$ cat config.mk
export PLATFORM = sky130hd
export DESIGN_NAME = fir_mac_sequencer_flat
export DESIGN_NICKNAME = d
export VERILOG_FILES = /design/src/rtl/fir_mac_if.sv /design/src/rtl/fir_mac_sequencer.sv /design/src/flat_wrapper.sv
export SDC_FILE = /design/constraint.sdc
export NUM_CORES = 1
export LEC_CHECK = 0
export ABC_AREA = 1
export CAP_MARGIN = 20
export CORE_MARGIN = 3
export CORE_UTILIZATION = 40
export DETAILED_ROUTE_END_ITERATION = 8
export SYNTH_ARGS = -nofsm -noshare
export SYNTH_HDL_FRONTEND = slang
export SYNTH_SLANG_ARGS = --single-unit
$ cat constraint.sdc
create_clock -name clk -period 12 [get_ports clk]
set_input_delay 1.8 -clock clk [delete_from_list [all_inputs] [get_ports clk]]
set_output_delay 1.8 -clock clk [all_outputs]
set_load 0.005 [all_outputs]
$ cat src/rtl/fir_mac_if.sv
// Handshake, coefficient and multiplier signal bundle for fir_mac_sequencer.
// slave is the sequencer's view; master is the surrounding system's view.
interface fir_mac_if #(
  parameter int TAPS = 8
);
  localparam int AW = $clog2(TAPS);

  logic          in_valid;
  logic [31:0]   in_data;
  logic          in_ready;
  logic          coef_we;
  logic [AW-1:0] coef_addr;
  logic [31:0]   coef_data;
  logic          coef_err;
  logic          mul_vld;
  logic [31:0]   mul_a;
  logic [31:0]   mul_b;
  logic [63:0]   mul_p;
  logic          y_valid;
  logic [63:0]   y_data;
  logic          y_ready;

  modport slave (
    input  in_valid, in_data, coef_we, coef_addr, coef_data, mul_p, y_ready,
    output in_ready, coef_err, mul_vld, mul_a, mul_b, y_valid, y_data
  );

  modport master (
    output in_valid, in_data, coef_we, coef_addr, coef_data, mul_p, y_ready,
    input  in_ready, coef_err, mul_vld, mul_a, mul_b, y_valid, y_data
  );
endinterface

$ cat src/rtl/fir_mac_sequencer.sv
// One-sample-at-a-time FIR that time-shares an external pipelined multiplier.
// state | meaning
// IDLE  | waiting for a sample; coefficient writes allowed
// ISSUE | one tap per cycle sent to the multiplier, k = 0..TAPS-1
// DRAIN | waiting for the remaining products to return
// DONE  | result held on y_data until y_ready
module fir_mac_sequencer #(
  parameter int TAPS    = 8,
  parameter int MUL_LAT = 2
) (
  input  logic     clk,
  input  logic     rst,
  fir_mac_if.slave bus
);
  localparam int AW = $clog2(TAPS);
  localparam logic [AW-1:0] LAST = AW'(TAPS - 1);

  typedef enum logic [1:0] {IDLE, ISSUE, DRAIN, DONE} state_t;

  state_t               state_q, state_d;
  logic [31:0]          x_q [TAPS];
  logic [31:0]          h_q [TAPS];
  logic [AW-1:0]        k_q;
  logic [AW-1:0]        ret_q;
  logic [MUL_LAT-1:0]   vld_sr_q;
  logic [63:0]          acc_q;
  logic [63:0]          y_q;
  logic                 err_q;

  logic                 accept;
  logic                 prod_vld;
  logic                 last_ret;
  logic [63:0]          acc_next;
  logic                 in_ready;
  logic                 mul_vld;
  logic [31:0]          mul_a;
  logic [31:0]          mul_b;

  assign prod_vld = vld_sr_q[MUL_LAT-1];
  assign last_ret = prod_vld && (ret_q == LAST);
  assign acc_next = acc_q + bus.mul_p;

  always_comb begin
    state_d  = state_q;
    in_ready = 1'b0;
    accept   = 1'b0;
    mul_vld  = 1'b0;
    mul_a    = '0;
    mul_b    = '0;
    case (state_q)
      IDLE: begin
        in_ready = 1'b1;
        if (bus.in_valid) begin
          accept  = 1'b1;
          state_d = ISSUE;
        end
      end
      ISSUE: begin
        mul_vld = 1'b1;
        mul_a   = x_q[k_q];
        mul_b   = h_q[k_q];
        if (k_q == LAST) state_d = DRAIN;
      end
      DRAIN: begin
        if (last_ret) state_d = DONE;
      end
      DONE: begin
        if (bus.y_ready) state_d = IDLE;
      end
      default: state_d = IDLE;
    endcase
  end

  always_ff @(posedge clk) begin
    if (rst) begin
      state_q  <= IDLE;
      k_q      <= '0;
      ret_q    <= '0;
      vld_sr_q <= '0;
      acc_q    <= '0;
      y_q      <= '0;
      err_q    <= 1'b0;
      for (int i = 0; i < TAPS; i++) begin
        x_q[i] <= '0;
        h_q[i] <= '0;
      end
    end else begin
      state_q <= state_d;
      err_q   <= bus.coef_we && (state_q != IDLE);
      if (bus.coef_we && (state_q == IDLE)) h_q[bus.coef_addr] <= bus.coef_data;

      // Tracks issued operands so only real products reach the accumulator.
      vld_sr_q[0] <= mul_vld;
      for (int i = 1; i < MUL_LAT; i++) vld_sr_q[i] <= vld_sr_q[i-1];

      if (accept) begin
        x_q[0] <= bus.in_data;
        for (int i = 1; i < TAPS; i++) x_q[i] <= x_q[i-1];
        acc_q <= '0;
        k_q   <= '0;
        ret_q <= '0;
      end else begin
        if (state_q == ISSUE) k_q <= k_q + AW'(1);
        if (prod_vld) begin
          acc_q <= acc_next;
          ret_q <= ret_q + AW'(1);
        end
      end

      if (last_ret) y_q <= acc_next;
    end
  end

  assign bus.in_ready = in_ready;
  assign bus.coef_err = err_q;
  assign bus.mul_vld  = mul_vld;
  assign bus.mul_a    = mul_a;
  assign bus.mul_b    = mul_b;
  assign bus.y_valid  = (state_q == DONE);
  assign bus.y_data   = y_q;
endmodule

$ cat src/flat_wrapper.sv
// flat-port wrapper written by rule: the top's interface ports become plain ports
module fir_mac_sequencer_flat 
#(
  parameter int TAPS    = 8,
  parameter int MUL_LAT = 2
)
  (clk, rst, bus_in_valid, bus_in_data, bus_coef_we, bus_coef_addr, bus_coef_data, bus_mul_p, bus_y_ready, bus_in_ready, bus_coef_err, bus_mul_vld, bus_mul_a, bus_mul_b, bus_y_valid, bus_y_data);
  fir_mac_if #(.TAPS(TAPS)) bus_i ();
  input  logic clk;
  input  logic rst;
  input wire logic [$bits(bus_i.in_valid)-1:0] bus_in_valid;
  input wire logic [$bits(bus_i.in_data)-1:0] bus_in_data;
  input wire logic [$bits(bus_i.coef_we)-1:0] bus_coef_we;
  input wire logic [$bits(bus_i.coef_addr)-1:0] bus_coef_addr;
  input wire logic [$bits(bus_i.coef_data)-1:0] bus_coef_data;
  input wire logic [$bits(bus_i.mul_p)-1:0] bus_mul_p;
  input wire logic [$bits(bus_i.y_ready)-1:0] bus_y_ready;
  output wire logic [$bits(bus_i.in_ready)-1:0] bus_in_ready;
  output wire logic [$bits(bus_i.coef_err)-1:0] bus_coef_err;
  output wire logic [$bits(bus_i.mul_vld)-1:0] bus_mul_vld;
  output wire logic [$bits(bus_i.mul_a)-1:0] bus_mul_a;
  output wire logic [$bits(bus_i.mul_b)-1:0] bus_mul_b;
  output wire logic [$bits(bus_i.y_valid)-1:0] bus_y_valid;
  output wire logic [$bits(bus_i.y_data)-1:0] bus_y_data;
  assign bus_i.in_valid = bus_in_valid;
  assign bus_i.in_data = bus_in_data;
  assign bus_i.coef_we = bus_coef_we;
  assign bus_i.coef_addr = bus_coef_addr;
  assign bus_i.coef_data = bus_coef_data;
  assign bus_i.mul_p = bus_mul_p;
  assign bus_i.y_ready = bus_y_ready;
  assign bus_in_ready = bus_i.in_ready;
  assign bus_coef_err = bus_i.coef_err;
  assign bus_mul_vld = bus_i.mul_vld;
  assign bus_mul_a = bus_i.mul_a;
  assign bus_mul_b = bus_i.mul_b;
  assign bus_y_valid = bus_i.y_valid;
  assign bus_y_data = bus_i.y_data;
  fir_mac_sequencer #(.TAPS(TAPS), .MUL_LAT(MUL_LAT)) u_core (.clk(clk), .rst(rst), .bus(bus_i));
endmodule
==> flow_summary_export.csv <==
group,metric,value,unit
worst_hold_path,min_path_type,"reg -> reg",
job,maxCapViolCount,0,
routing,vias,28000,
yosys,synth_compound_gate_area_share,9.54,%
timing,fin_setup_tns,0,ns
timing,fin_hold_ws,0.390,ns
floorplan,start_util,40.7,%
yosys,synth_area,34300,um^2
global_route,grt_usage,21.6,%
setup_path,cp_max_fo,104,
timing,tightest_slew,1.11,ns
timing,skew,0.0256,ns
yosys,synthAdderAreaFrac,2.65,%
place,place.gp.congestion,0.953,
clocking,cts-resized-gates,0,
clocking,hold_buffers,0,
setup_path,worstSetupPathType,"reg -> out",
floorplan,core,84400,um^2
global_route,antenna_found_initial,4,
run_status,status,"completed",
global_route,grt-ovfl-total,0,
timing,fin_crit_sh,53.5,%
routing,wl_per_cell,17.2,um
yosys,synth.area.mux_share,0,%
floorplan,pin_count,268,
routing,routed_via_density,4.90,
yosys,yosysSeqAreaShare,53.1,%
setup_path,cp_data_arrival_time,4.62,ns
yosys,synthTopCellsByArea,"edfxtp_1 (45%), nor2_1 (12%), dfxtp_1 (8.3%)",
routing,dr.pass1.iters,6,
clocking,postCtsSetupRepairBufs,0,
clocking,clk_latency,0.63,ns
timing,fmax,0.156,GHz
routing,routed_wl,98300,um
clocking,cts_tree,"yes",
cells_and_area,layout-drive-gt1-share,4.37,%
timing,maxSlewViolCount,0,
timing,finalHoldViolations,0,
setup_path,startpoint_type,"flop",
timing,slew-limit-headroom,26.2,%
floorplan,fp.dieH,299,um
clocking,cts_buffer_depth,3,
yosys,ys_ff_latch,654,
yosys,yosys.area_share.simple,23.2,%
yosys,synth_xor_area_share,0.816,%
routing,drtIter0Drc,2245,
clocking,cts-buffers-inserted,73,
global_route,grt_max_degree,145,
clocking,htree_num_levels,3,
place,post-dp-hpwl,63500,um
routing,drc,0,
setup_path,worstPathRequired,10.20,ns
cells_and_area,area_delta_synth_final,17.3,%
timing,rsz0062_at_grt,"false",
timing,finalSetupViolations,0,
yosys,avgSynthCellArea,7.92,um^2
clocking,clk_pin_slew,0.06,ns
floorplan,dieArea,89400,um^2
place,io_buffers,267,
yosys,synth_top_family_by_area,"simple AND/OR/NAND/NOR gates",
global_route,grt_pass1_wl,152000,um
clocking,cts-root-buf,"clkbuf_16",
cells_and_area,fin_nets,4725,
floorplan,rows,106,
timing,post-route-min-period,6.42,ns
yosys,yosys.area.top_type,"edfxtp_1",
power_and_ir_drop,p_leak,17.9,nW
setup_path,end_kind,"output port",
yosys,netlist.area_leader.share,44.8,%
floorplan,die_w,299,um
yosys,ys_types,39,
cells_and_area,fillers,8323,
power_and_ir_drop,peakVddDrop,0.000135,V
yosys,synthCells,4338,
power_and_ir_drop,cellPowerDensity,165,nW/um^2
yosys,yosysWarnings,0,
yosys,syn-num-nets,4546,
routing,final_antenna_net_count,0,
global_route,grt_pass1_vias,26300,
clocking,cts_sinks,654,
## worst paths after layout
path	slack (ns)	to	cells past startpoint	startpoint
hold reg to reg	0.39	u_core.vld_sr_q[1]$_SDFF_PP0_	2	u_core.vld_sr_q[0]$_SDFF_PP0_
setup reg to reg	8.17	u_core.x_q[4][14]$_SDFFCE_PN0P_	6	u_core.state_q[1]$_SDFFE_PP0P_
hold / removal	0.39	u_core.vld_sr_q[1]$_SDFF_PP0_	2	u_core.vld_sr_q[0]$_SDFF_PP0_
setup / recovery	5.58	bus_mul_b[12]	8	flop
## synth_stat cells
| cell type | number |
|---|---|
| o211ai_1 | 1 |
| a211oi_1 | 3 |
| xnor2_1 | 9 |
| nand2_1 | 715 |
| nand4_1 | 9 |
| dfxtp_1 | 142 |
| a31oi_1 | 64 |
| or2_2 | 3 |
| nand2_2 | 14 |
| buf_2 | 83 |
| edfxtp_1 | 512 |
| o21ai_0 | 332 |
| nand3_1 | 154 |
| buf_6 | 2 |
| nor4_1 | 1 |
| o21bai_1 | 4 |
| nor4_2 | 1 |
| or2_1 | 1 |
| clkinv_1 | 3 |
| clkbuf_1 | 83 |
| buf_1 | 31 |
| inv_1 | 748 |
| nor3_1 | 14 |
| inv_2 | 4 |
| and3_1 | 1 |
| nor3_4 | 2 |
| o21ai_1 | 14 |
| buf_4 | 1 |
| nor2_2 | 7 |
| and2_1 | 3 |
| fa_1 | 1 |
| nor2_1 | 1058 |
| nor3_2 | 3 |
| o22ai_1 | 33 |
| ha_1 | 71 |
| nor2_4 | 5 |
| nand3_2 | 8 |
| xor2_1 | 23 |
| a21oi_1 | 175 |
## cell type report
type	instances	area [um^2]	share of cell area, %
Sequential cell	654	18200	45.2
Multi-Input combinational cell	2729	12400	30.9
Timing Repair Buffer	304	2960	7.35
Inverter	755	2840	7.06
Clock buffer	95	1990	4.95
Tap cell	1134	1420	3.52
Clock inverter	38	409	1.02
Antenna cell	1	2.50	0.00621
## state kept, by name, summed over array words and instances, names as in the netlist, named ones only
register             flops
u_core.acc_q            64
u_core.bus.coef_err      1
u_core.bus.y_data       64
u_core.h_q             256
u_core.k_q               3
u_core.ret_q             3
u_core.state_q           2
u_core.vld_sr_q          2
u_core.x_q             256
## where the power goes
group          switching, mW  leakage [nW]  internal, mW
Sequential             0.122          6.54          2.78
Combinational          0.991          10.2         0.475
Clock                  0.964          1.17          1.30
## worst max-delay path, cell delays in order (launching register included)
cell,delay (ns)
dfxtp_4,0.48
inv_6,0.56
buf_4,0.70
buf_4,0.71
o21ai_0,0.18
o22ai_1,0.17
o21ai_0,0.12
a31oi_1,0.40
clkdlybuf4s50_1,0.59
## placed cells by master, fill, tap and decap left out, types with 5 or more instances in the layout
| master | netlist | routed |
|---|---|---|
| a21oi_1 | 175 | 175 |
| a31oi_1 | 64 | 64 |
| buf_4 | 1 | 37 |
| bufinv_16 | 0 | 5 |
| clkbuf_1 | 83 | 15 |
| clkbuf_16 | 0 | 75 |
| clkdlybuf4s50_1 | 0 | 266 |
| clkinv_1 | 3 | 14 |
| clkinv_2 | 0 | 13 |
| dfxtp_1 | 142 | 139 |
| edfxtp_1 | 512 | 512 |
| ha_1 | 71 | 70 |
| inv_1 | 748 | 746 |
| nand2_1 | 715 | 714 |
| nand2_2 | 14 | 14 |
| nand3_1 | 154 | 153 |
| nand3_2 | 8 | 8 |
| nand4_1 | 9 | 9 |
| nor2_1 | 1058 | 1058 |
| nor2_2 | 7 | 7 |
| nor2_4 | 5 | 5 |
| nor3_1 | 14 | 14 |
| o21ai_0 | 332 | 332 |
| o21ai_1 | 14 | 14 |
| o22ai_1 | 33 | 33 |
| xnor2_1 | 9 | 9 |
| xor2_1 | 23 | 23 |
## through the flow
step | cell area [um^2] | util, % | power [mW] | cells | setup slack [ns]
after floorplan | 34300 | - | 3.93 | 4338 | 1.82
after global placement | 37900 | 44.9 | 4.41 | 5576 | 5.62
after detailed placement | 37900 | 44.9 | 4.43 | 5576 | 5.50
after CTS | 40300 | 47.8 | 6.70 | 5709 | 5.47
after global routing | 40300 | 47.8 | 7.00 | 5709 | 5.18
final | 40300 | 47.8 | 6.63 | 5710 | 5.58
## logic make-up after synthesis
| logic type | after synthesis |
|---|---|
| flip-flops | 654 |
| adder cells (fa/ha/maj) | 72 |
| buffers and inverters | 955 |
| AND/OR/NAND/NOR | 1999 |
| XOR/XNOR | 32 |
| AO/OA/AOI/OAI | 626 |
## layer usage
layer	track usage, %	share of wire, %
met1	29.2	45
met2	36.0	47
met3	3.47	5.6
met4	5.92	2.6
met5	0	0.013
(Power assumes the default switching activity.)
